$ cat config.mk
export PLATFORM = sky130hd
export DESIGN_NAME = envelope_detector
export DESIGN_NICKNAME = d
export VERILOG_FILES = /design/src/rtl/env_pkg.sv /design/src/rtl/env_window_sum.sv /design/src/rtl/envelope_detector.sv
export SDC_FILE = /design/constraint.sdc
export NUM_CORES = 1
export LEC_CHECK = 0
export CORE_MARGIN = 10
export CORE_UTILIZATION = 54
export CTS_CLUSTER_DIAMETER = 30
export DETAILED_ROUTE_END_ITERATION = 8
export PLACE_DENSITY_LB_ADDON = 0.1
export SYNTH_ARGS = -nofsm -noshare
export SYNTH_HDL_FRONTEND = slang
export SYNTH_HIERARCHICAL = 1
export SYNTH_SLANG_ARGS = --single-unit
$ cat constraint.sdc
create_clock -name clk -period 4.2 [get_ports clk]
set_input_delay 0.42 -clock clk [delete_from_list [all_inputs] [get_ports clk]]
set_output_delay 0.42 -clock clk [all_outputs]
set_load 0.02 [all_outputs]
$ cat src/rtl/env_pkg.sv
// -----------------------------------------------------------------------------
// env_pkg
// Shared definitions for the envelope detector: FSM state encoding, default
// parameter values and helpers that derive the internal widths from the
// module parameters.
// -----------------------------------------------------------------------------
package env_pkg;

    typedef enum logic [1:0] {
        ST_IDLE = 2'd0,
        ST_FILL = 2'd1,
        ST_RUN  = 2'd2
    } env_state_t;

    localparam int DEF_IN_WIDTH         = 20;
    localparam int DEF_LOG2_WIN         = 4;
    localparam int DEF_DECIM            = 4;
    localparam int DEF_SAMPLES_PER_LINE = 1024;

    // Running sum must hold 2^LOG2_WIN full-scale magnitudes.
    function automatic int env_sum_width(input int in_width, input int log2_win);
        return in_width + log2_win;
    endfunction

    function automatic int env_ptr_width(input int log2_win);
        return log2_win;
    endfunction

    // Line counter has to reach SAMPLES_PER_LINE itself.
    function automatic int env_cnt_width(input int spl);
        return $clog2(spl + 1);
    endfunction

    // Phase counter spans 0..DECIM-1; keep at least one bit for DECIM=1.
    function automatic int env_phase_width(input int decim);
        return (decim > 1) ? $clog2(decim) : 1;
    endfunction

endpackage

$ cat src/rtl/env_window_sum.sv
// -----------------------------------------------------------------------------
// env_window_sum
// Circular buffer of the last 2^LOG2_WIN magnitudes plus a running sum.
// o_new_sum is the sum including the magnitude currently on i_mag; it is
// committed to the running sum (and i_mag to the buffer) when i_wr_en is high.
//
// Ports
//   clk        clock
//   reset      synchronous active-high reset
//   i_clear    synchronous clear of buffer, pointer and sum (line restart)
//   i_wr_en    write i_mag into the window this cycle
//   i_mag      unsigned magnitude, IN_WIDTH bits
//   o_new_sum  sum + i_mag - oldest entry, SUM_WIDTH bits (combinational)
// -----------------------------------------------------------------------------
module env_window_sum
    import env_pkg::*;
#(
    parameter int IN_WIDTH = DEF_IN_WIDTH,
    parameter int LOG2_WIN = DEF_LOG2_WIN
) (
    input  logic                                          clk,
    input  logic                                          reset,
    input  logic                                          i_clear,
    input  logic                                          i_wr_en,
    input  logic [IN_WIDTH-1:0]                           i_mag,
    output logic [env_sum_width(IN_WIDTH, LOG2_WIN)-1:0]  o_new_sum
);

    localparam int DEPTH     = 1 << LOG2_WIN;
    localparam int SUM_WIDTH = env_sum_width(IN_WIDTH, LOG2_WIN);
    localparam int PTR_WIDTH = env_ptr_width(LOG2_WIN);

    logic [PTR_WIDTH-1:0] r_wr_ptr;
    logic [SUM_WIDTH-1:0] r_sum;
    logic [IN_WIDTH-1:0]  w_buf [DEPTH];
    logic [IN_WIDTH-1:0]  w_old;

    // One register per slot; the slot addressed by the write pointer is the
    // oldest sample and gets overwritten by the new one.
    generate
        for (genvar gi = 0; gi < DEPTH; gi++) begin : g_slot
            logic [IN_WIDTH-1:0] r_slot;

            always_ff @(posedge clk) begin
                if (reset || i_clear) begin
                    r_slot <= '0;
                end else if (i_wr_en && (r_wr_ptr == PTR_WIDTH'(gi))) begin
                    r_slot <= i_mag;
                end
            end

            assign w_buf[gi] = r_slot;
        end
    endgenerate

    // While the window is filling the slots read back as zero, so the
    // subtraction below is harmless.
    assign w_old     = w_buf[r_wr_ptr];
    assign o_new_sum = r_sum + SUM_WIDTH'(i_mag) - SUM_WIDTH'(w_old);

    always_ff @(posedge clk) begin
        if (reset || i_clear) begin
            r_wr_ptr <= '0;
            r_sum    <= '0;
        end else if (i_wr_en) begin
            r_wr_ptr <= r_wr_ptr + PTR_WIDTH'(1);
            r_sum    <= o_new_sum;
        end
    end

endmodule

$ cat src/rtl/envelope_detector.sv
// -----------------------------------------------------------------------------
// envelope_detector
// Rectifies each accepted beamformed sample, averages it over a boxcar window
// of 2^LOG2_WIN samples and emits every DECIM-th average (plus the final one of
// the line) two cycles after the sample was presented.
//
// Ports
//   clk        clock
//   reset      synchronous active-high reset
//   start      pulse: begin (or restart) a scan line
//   in_valid   in_sample valid this cycle (no backpressure)
//   in_sample  signed beamformed sample, IN_WIDTH bits
//   env_valid  env_out valid this cycle (single-cycle pulse)
//   env_out    unsigned envelope value, IN_WIDTH bits (holds between outputs)
//   env_last   final output of the line, coincident with env_valid
//   busy       line in progress (FILL or RUN)
// -----------------------------------------------------------------------------
module envelope_detector
    import env_pkg::*;
#(
    parameter int IN_WIDTH         = DEF_IN_WIDTH,
    parameter int LOG2_WIN         = DEF_LOG2_WIN,
    parameter int DECIM            = DEF_DECIM,
    parameter int SAMPLES_PER_LINE = DEF_SAMPLES_PER_LINE
) (
    input  logic                       clk,
    input  logic                       reset,
    input  logic                       start,
    input  logic                       in_valid,
    input  logic signed [IN_WIDTH-1:0] in_sample,
    output logic                       env_valid,
    output logic [IN_WIDTH-1:0]        env_out,
    output logic                       env_last,
    output logic                       busy
);

    localparam int WIN       = 1 << LOG2_WIN;
    localparam int SUM_WIDTH = env_sum_width(IN_WIDTH, LOG2_WIN);
    localparam int CNT_W     = env_cnt_width(SAMPLES_PER_LINE);
    localparam int PH_W      = env_phase_width(DECIM);

    env_state_t          r_state;
    env_state_t          w_state_next;
    logic [CNT_W-1:0]    r_line_cnt;
    logic [PH_W-1:0]     r_phase;

    logic [IN_WIDTH-1:0] r_mag;
    logic                r_mag_vld;
    logic                r_mag_emit;
    logic                r_mag_last;

    logic                r_env_valid;
    logic                r_env_last;
    logic [IN_WIDTH-1:0] r_env_out;

    logic                w_accept;
    logic                w_idx_last;
    logic                w_run_update;
    logic                w_phase_zero;
    logic [IN_WIDTH-1:0] w_mag;
    logic                w_wr_en;
    logic [SUM_WIDTH-1:0] w_new_sum;

    // A start in the same cycle wins over the sample.
    assign w_accept     = in_valid && !start && (r_state != ST_IDLE);
    assign w_idx_last   = (r_line_cnt == CNT_W'(SAMPLES_PER_LINE - 1));
    // Samples from index WIN-1 onwards complete a full window (RUN updates).
    assign w_run_update = (r_line_cnt >= CNT_W'(WIN - 1));
    assign w_phase_zero = (r_phase == '0);

    // Two's-complement negate; the most negative value lands exactly on
    // 2^(IN_WIDTH-1) once reinterpreted as unsigned.
    assign w_mag = in_sample[IN_WIDTH-1] ? $unsigned(-in_sample) : $unsigned(in_sample);

    // ---------------------------------------------------------------- FSM
    always_ff @(posedge clk) begin
        if (reset) begin
            r_state <= ST_IDLE;
        end else begin
            r_state <= w_state_next;
        end
    end

    always_comb begin
        w_state_next = r_state;
        case (r_state)
            ST_IDLE: begin
                if (start) w_state_next = ST_FILL;
            end
            ST_FILL: begin
                if (start) begin
                    w_state_next = ST_FILL;
                end else if (w_accept && (r_line_cnt == CNT_W'(WIN - 1))) begin
                    // A line no longer than one window ends on the same sample.
                    w_state_next = w_idx_last ? ST_IDLE : ST_RUN;
                end
            end
            ST_RUN: begin
                if (start) begin
                    w_state_next = ST_FILL;
                end else if (w_accept && w_idx_last) begin
                    w_state_next = ST_IDLE;
                end
            end
            default: w_state_next = ST_IDLE;
        endcase
    end

    // ------------------------------------------- line and decimation counters
    always_ff @(posedge clk) begin
        if (reset || start) begin
            r_line_cnt <= '0;
            r_phase    <= '0;
        end else if (w_accept) begin
            r_line_cnt <= r_line_cnt + CNT_W'(1);
            if (w_run_update) begin
                r_phase <= (r_phase == PH_W'(DECIM - 1)) ? '0 : r_phase + PH_W'(1);
            end
        end
    end

    // ----------------------------------------------------- stage 1: rectify
    // Emit/last decisions are taken here, alongside the sample they belong to,
    // so stage 2 only has to qualify them with the window write.
    always_ff @(posedge clk) begin
        if (reset || start) begin
            r_mag      <= '0;
            r_mag_vld  <= 1'b0;
            r_mag_emit <= 1'b0;
            r_mag_last <= 1'b0;
        end else begin
            r_mag_vld  <= w_accept;
            r_mag_emit <= w_accept && w_run_update && (w_phase_zero || w_idx_last);
            r_mag_last <= w_accept && w_idx_last;
            if (w_accept) begin
                r_mag <= w_mag;
            end
        end
    end

    // ---------------------------------------------- stage 2: window + output
    // A start discards the magnitude still in stage 1.
    assign w_wr_en = r_mag_vld && !start;

    env_window_sum #(
        .IN_WIDTH (IN_WIDTH),
        .LOG2_WIN (LOG2_WIN)
    ) u_window (
        .clk       (clk),
        .reset     (reset),
        .i_clear   (start),
        .i_wr_en   (w_wr_en),
        .i_mag     (r_mag),
        .o_new_sum (w_new_sum)
    );

    always_ff @(posedge clk) begin
        if (reset) begin
            r_env_valid <= 1'b0;
            r_env_last  <= 1'b0;
            r_env_out   <= '0;
        end else begin
            r_env_valid <= w_wr_en && r_mag_emit;
            r_env_last  <= w_wr_en && r_mag_last;
            if (w_wr_en && r_mag_emit) begin
                // Average of WIN magnitudes never exceeds IN_WIDTH bits.
                r_env_out <= IN_WIDTH'(w_new_sum >> LOG2_WIN);
            end
        end
    end

    assign env_valid = r_env_valid;
    assign env_last  = r_env_last;
    assign env_out   = r_env_out;
    assign busy      = (r_state != ST_IDLE);

endmodule

==> metrics.md <==
| Metric | Value |
|---|---|
| Final wirelength | `61,100 um` |
| Number of synthesized register bits | `408` |
| TritonCTS Sinks | `408` |
| Synth top area share | `0.424` |
| Netlist Area Pre-Place | `19,200 um2` |
| Clk_skew | `23.6 ps` |
| Mapped Nets | `2,373` |
| Final setup viols | `7` |
| Initial Utilization | `0.544` |
| Layout cell share with drive strength beyond 1 | `0.211` |
| CP max stage delay | `550 ps` |
| Minimum clock period | `4260 ps` |
| Synth Area in Simple Gates | `0.190` |
| Vias/cell | `5.87` |
| Slowest CP cell | `mux4_2` |
| Hold/Removal Path Class | `register to register` |
| Rel. slew slack | `0.218` |
| Status | `finished with violations` |
| Remaining DRCs | `0` |
| VDD IR max | `0.000365 V` |
| GRT Total Usage | `0.271` |
| Fillers | `2,636` |
| Clock buffer count from CTS | `92` |
| Final GP Congestion | `0.881` |
| Total core area | `35,400 um2` |
| Pleak | `8.56 nW` |
| Vias | `17.3k` |
| Worst-path fanout max | `7` |
| Kind of critical path | `register to register` |
| Most area-hungry cell type in the Yosys netlist | `dfxtp_1` |
| PD cells | `492 nW/um2` |
| N_diodes | `0` |
| Maxcap violations | `0` |
| Asr flop ratio synth | `0` |
| Die width | `209 um` |
| Netlist cell types | `74` |
| Drt pass-1 iters | `6` |
| Core Rows | `69` |
| Final period util | `1.01` |
| Clock slew at reported path FFs | `40 ps` |
| IO Count | `47` |
| Initial antenna violation count | `0` |
| Worst-Margin Slew | `1170 ps` |
| Failing checks | `setup timing` |
| CP startpoint kind | `register` |
| Sequential fraction of the synthesis area | `0.424` |
| Tot Pwr | `0.0122 W` |
| Critical Path AT | `4780 ps` |
| Syn. warnings | `6` |
| Final Instance Area | `24,900 um2` |
| CP required | `4720 ps` |
| Antenna-violating nets left | `0` |
| Syn_area_per_cell | `8.38 um2` |
| Main flop type after synthesis | `dfxtp_1` |
| Post-synthesis mux area share | `0.125` |
| Nets | `2,483` |
| Unrepaired setup endpoints after global routing | `true` |
| Global-route wire length before repair | `94,800 um` |
| Vias in the first global route | `16.6k` |
| Clk_lat worst skew | `610 ps` |
| XOR/XNOR share of the synthesized area | `0.0214` |
| Die ar. | `43,600 um2` |
| GRT overflow | `0` |
| Slew Viols, Final | `0` |
| Synth top area cells | `dfxtp_1 42%, nand2_1 14%, mux4_2 12%` |
| CTS Buffer Depth | `3` |
| Port Buffers | `46` |
| Synth Area in Adders | `0.0416` |
| CTS tree | `built` |
| H-tree levels | `3` |
| Compound-Gate Fraction of Synth Area | `0.139` |
| Root Buffer | `clkbuf_16` |
| Count leader, synth | `nand2_1` |
| Setup crit end kind | `register` |
| Hpwl dp | `38,100 um` |
| Max frequency | `235 MHz` |
| Mapped Cells | `2,297` |
| Largest net degree at the start of global routing | `142` |
| Post-synth top cells | `738 x nand2_1, 408 x dfxtp_1, 378 x a21oi_1` |
| Largest family of logic cells by synthesized area | `simple AND/OR/NAND/NOR gates` |
| DR WL/cell | `20.8 um` |
| Layout area overhead | `29.1%` |
| Final Hold Viols | `0` |
| Die span in y | `209 um` |
| Placed Instance Area | `20,600 um2` |
| Violation count after the first detailed-routing iteration | `1,881` |
| Setup slack after layout | `-55.3 ps` |
| Number of synthesized flops with an enable pin | `0` |
| Worst-path cell chain | `buf_6, buf_16, buf_4, mux4_2, mux4_2, fa_1, inv_1, ha_4, a21oi_4, o31ai_2, o22a_1, a221o_1, a21oi_2, buf_4, mux2i_2, mux2i_1` |
## logic make-up after synthesis
logic type | Yosys count
compound gates | 481
xor+xnor | 47
fa+ha+maj | 52
buf+inv | 292
flops | 408
mux | 116
simple gates | 901
## critical path, delay by kind of cell (launching register included)
family | cells | cell delay, ps
muxes | 4 | 1440
DFF | 1 | 390
buffers and inverters | 5 | 620
AOI/OAI and AO/OA | 5 | 940
adders and majority gates | 2 | 770
## metal layers
| layer | vias to the layer above | track usage | part of all wire |
|---|---|---|---|
| li1 | 7938 | - | - |
| met1 | 8400 | 0.357 | 0.41 |
| met2 | 775 | 0.429 | 0.46 |
| met3 | 161 | 0.0519 | 0.084 |
| met4 | 0 | 0.113 | 0.039 |
| met5 | - | 0 | 0 |
## worst paths after layout
path,start,end,slack (ps),cells after the start
worst min-delay path,u_window/g_slot[7].r_slot[12],u_window/g_slot[7].r_slot[12],450,2
worst min register to register,u_window/g_slot[7].r_slot[12],u_window/g_slot[7].r_slot[12],450,2
worst max-delay path,u_window/r_wr_ptr[0],u_window/r_sum[23],-60,16
worst max register to register,u_window/r_wr_ptr[0],u_window/r_sum[23],-60,16
## what timing repair did
action | in CTS | in global routing
resized for setup | 59 | 58
hold buffers | 0 | 0
endpoints found under the setup margin | 11 | 25
gates cloned | 4 | 0
pin swaps | 36 | 50
setup buffers | 18 | 18
## cells in the final DEF (no fill, tap or decap), types with 11 or more instances in the layout
master,n
buf_6,14
clkbuf_8,14
clkbuf_16,95
nand4_1,11
dfxtp_1,406
nor2_1,60
a21oi_1,361
clkdlybuf4s50_1,46
mux4_2,100
mux2i_1,14
ha_1,13
fa_1,19
a21oi_2,13
buf_12,12
nand3_1,12
nand2_1,733
a21o_1,11
ha_4,16
and2_1,19
inv_1,82
clkbuf_1,13
bufinv_16,13
xor2_1,24
xnor2_1,20
buf_4,141
o21ai_0,16
clkinv_2,19
## cell type report
cell class,count,area [um2],share of cell area
Multi-Input combinational cell,1597,10500,0.423
Sequential cell,408,8180,0.329
Clock buffer,122,2620,0.105
Timing Repair Buffer,216,2000,0.0805
Clock inverter,45,624,0.0251
Tap cell,461,577,0.0232
Inverter,92,345,0.0139
## per-stage QoR
step,setup slack [ps],utilization,hold WS [ps],TNS (ps),std cells
2_1_floorplan,1.59,-,433,0,2297
3_3_place_gp,-41.1,0.583,439,-84.8,2737
3_5_place_dp,-100,0.583,443,-212,2737
4_1_cts,-34.4,0.693,449,-54.7,2926
5_1_grt,-147,0.702,467,-1670,2941
6_report,-55.3,0.702,451,-272,2941
## sequential cells by signal, summed over array words and instances, names as in the netlist, 2 cells and up
register,flops
r_mag,20
r_phase,2
r_line_cnt,11
r_state,2
env_out,20
u_window/g_slot.r_slot,320
u_window/r_wr_ptr,4
u_window/r_sum,24
## power by group
| group | internal, W | switching [W] |
|---|---|---|
| clock | 0.00514 | 0.00227 |
| combinational | 0.000402 | 0.000509 |
| sequential | 0.00389 | 0.00000973 |
(Power assumes the default switching activity.)
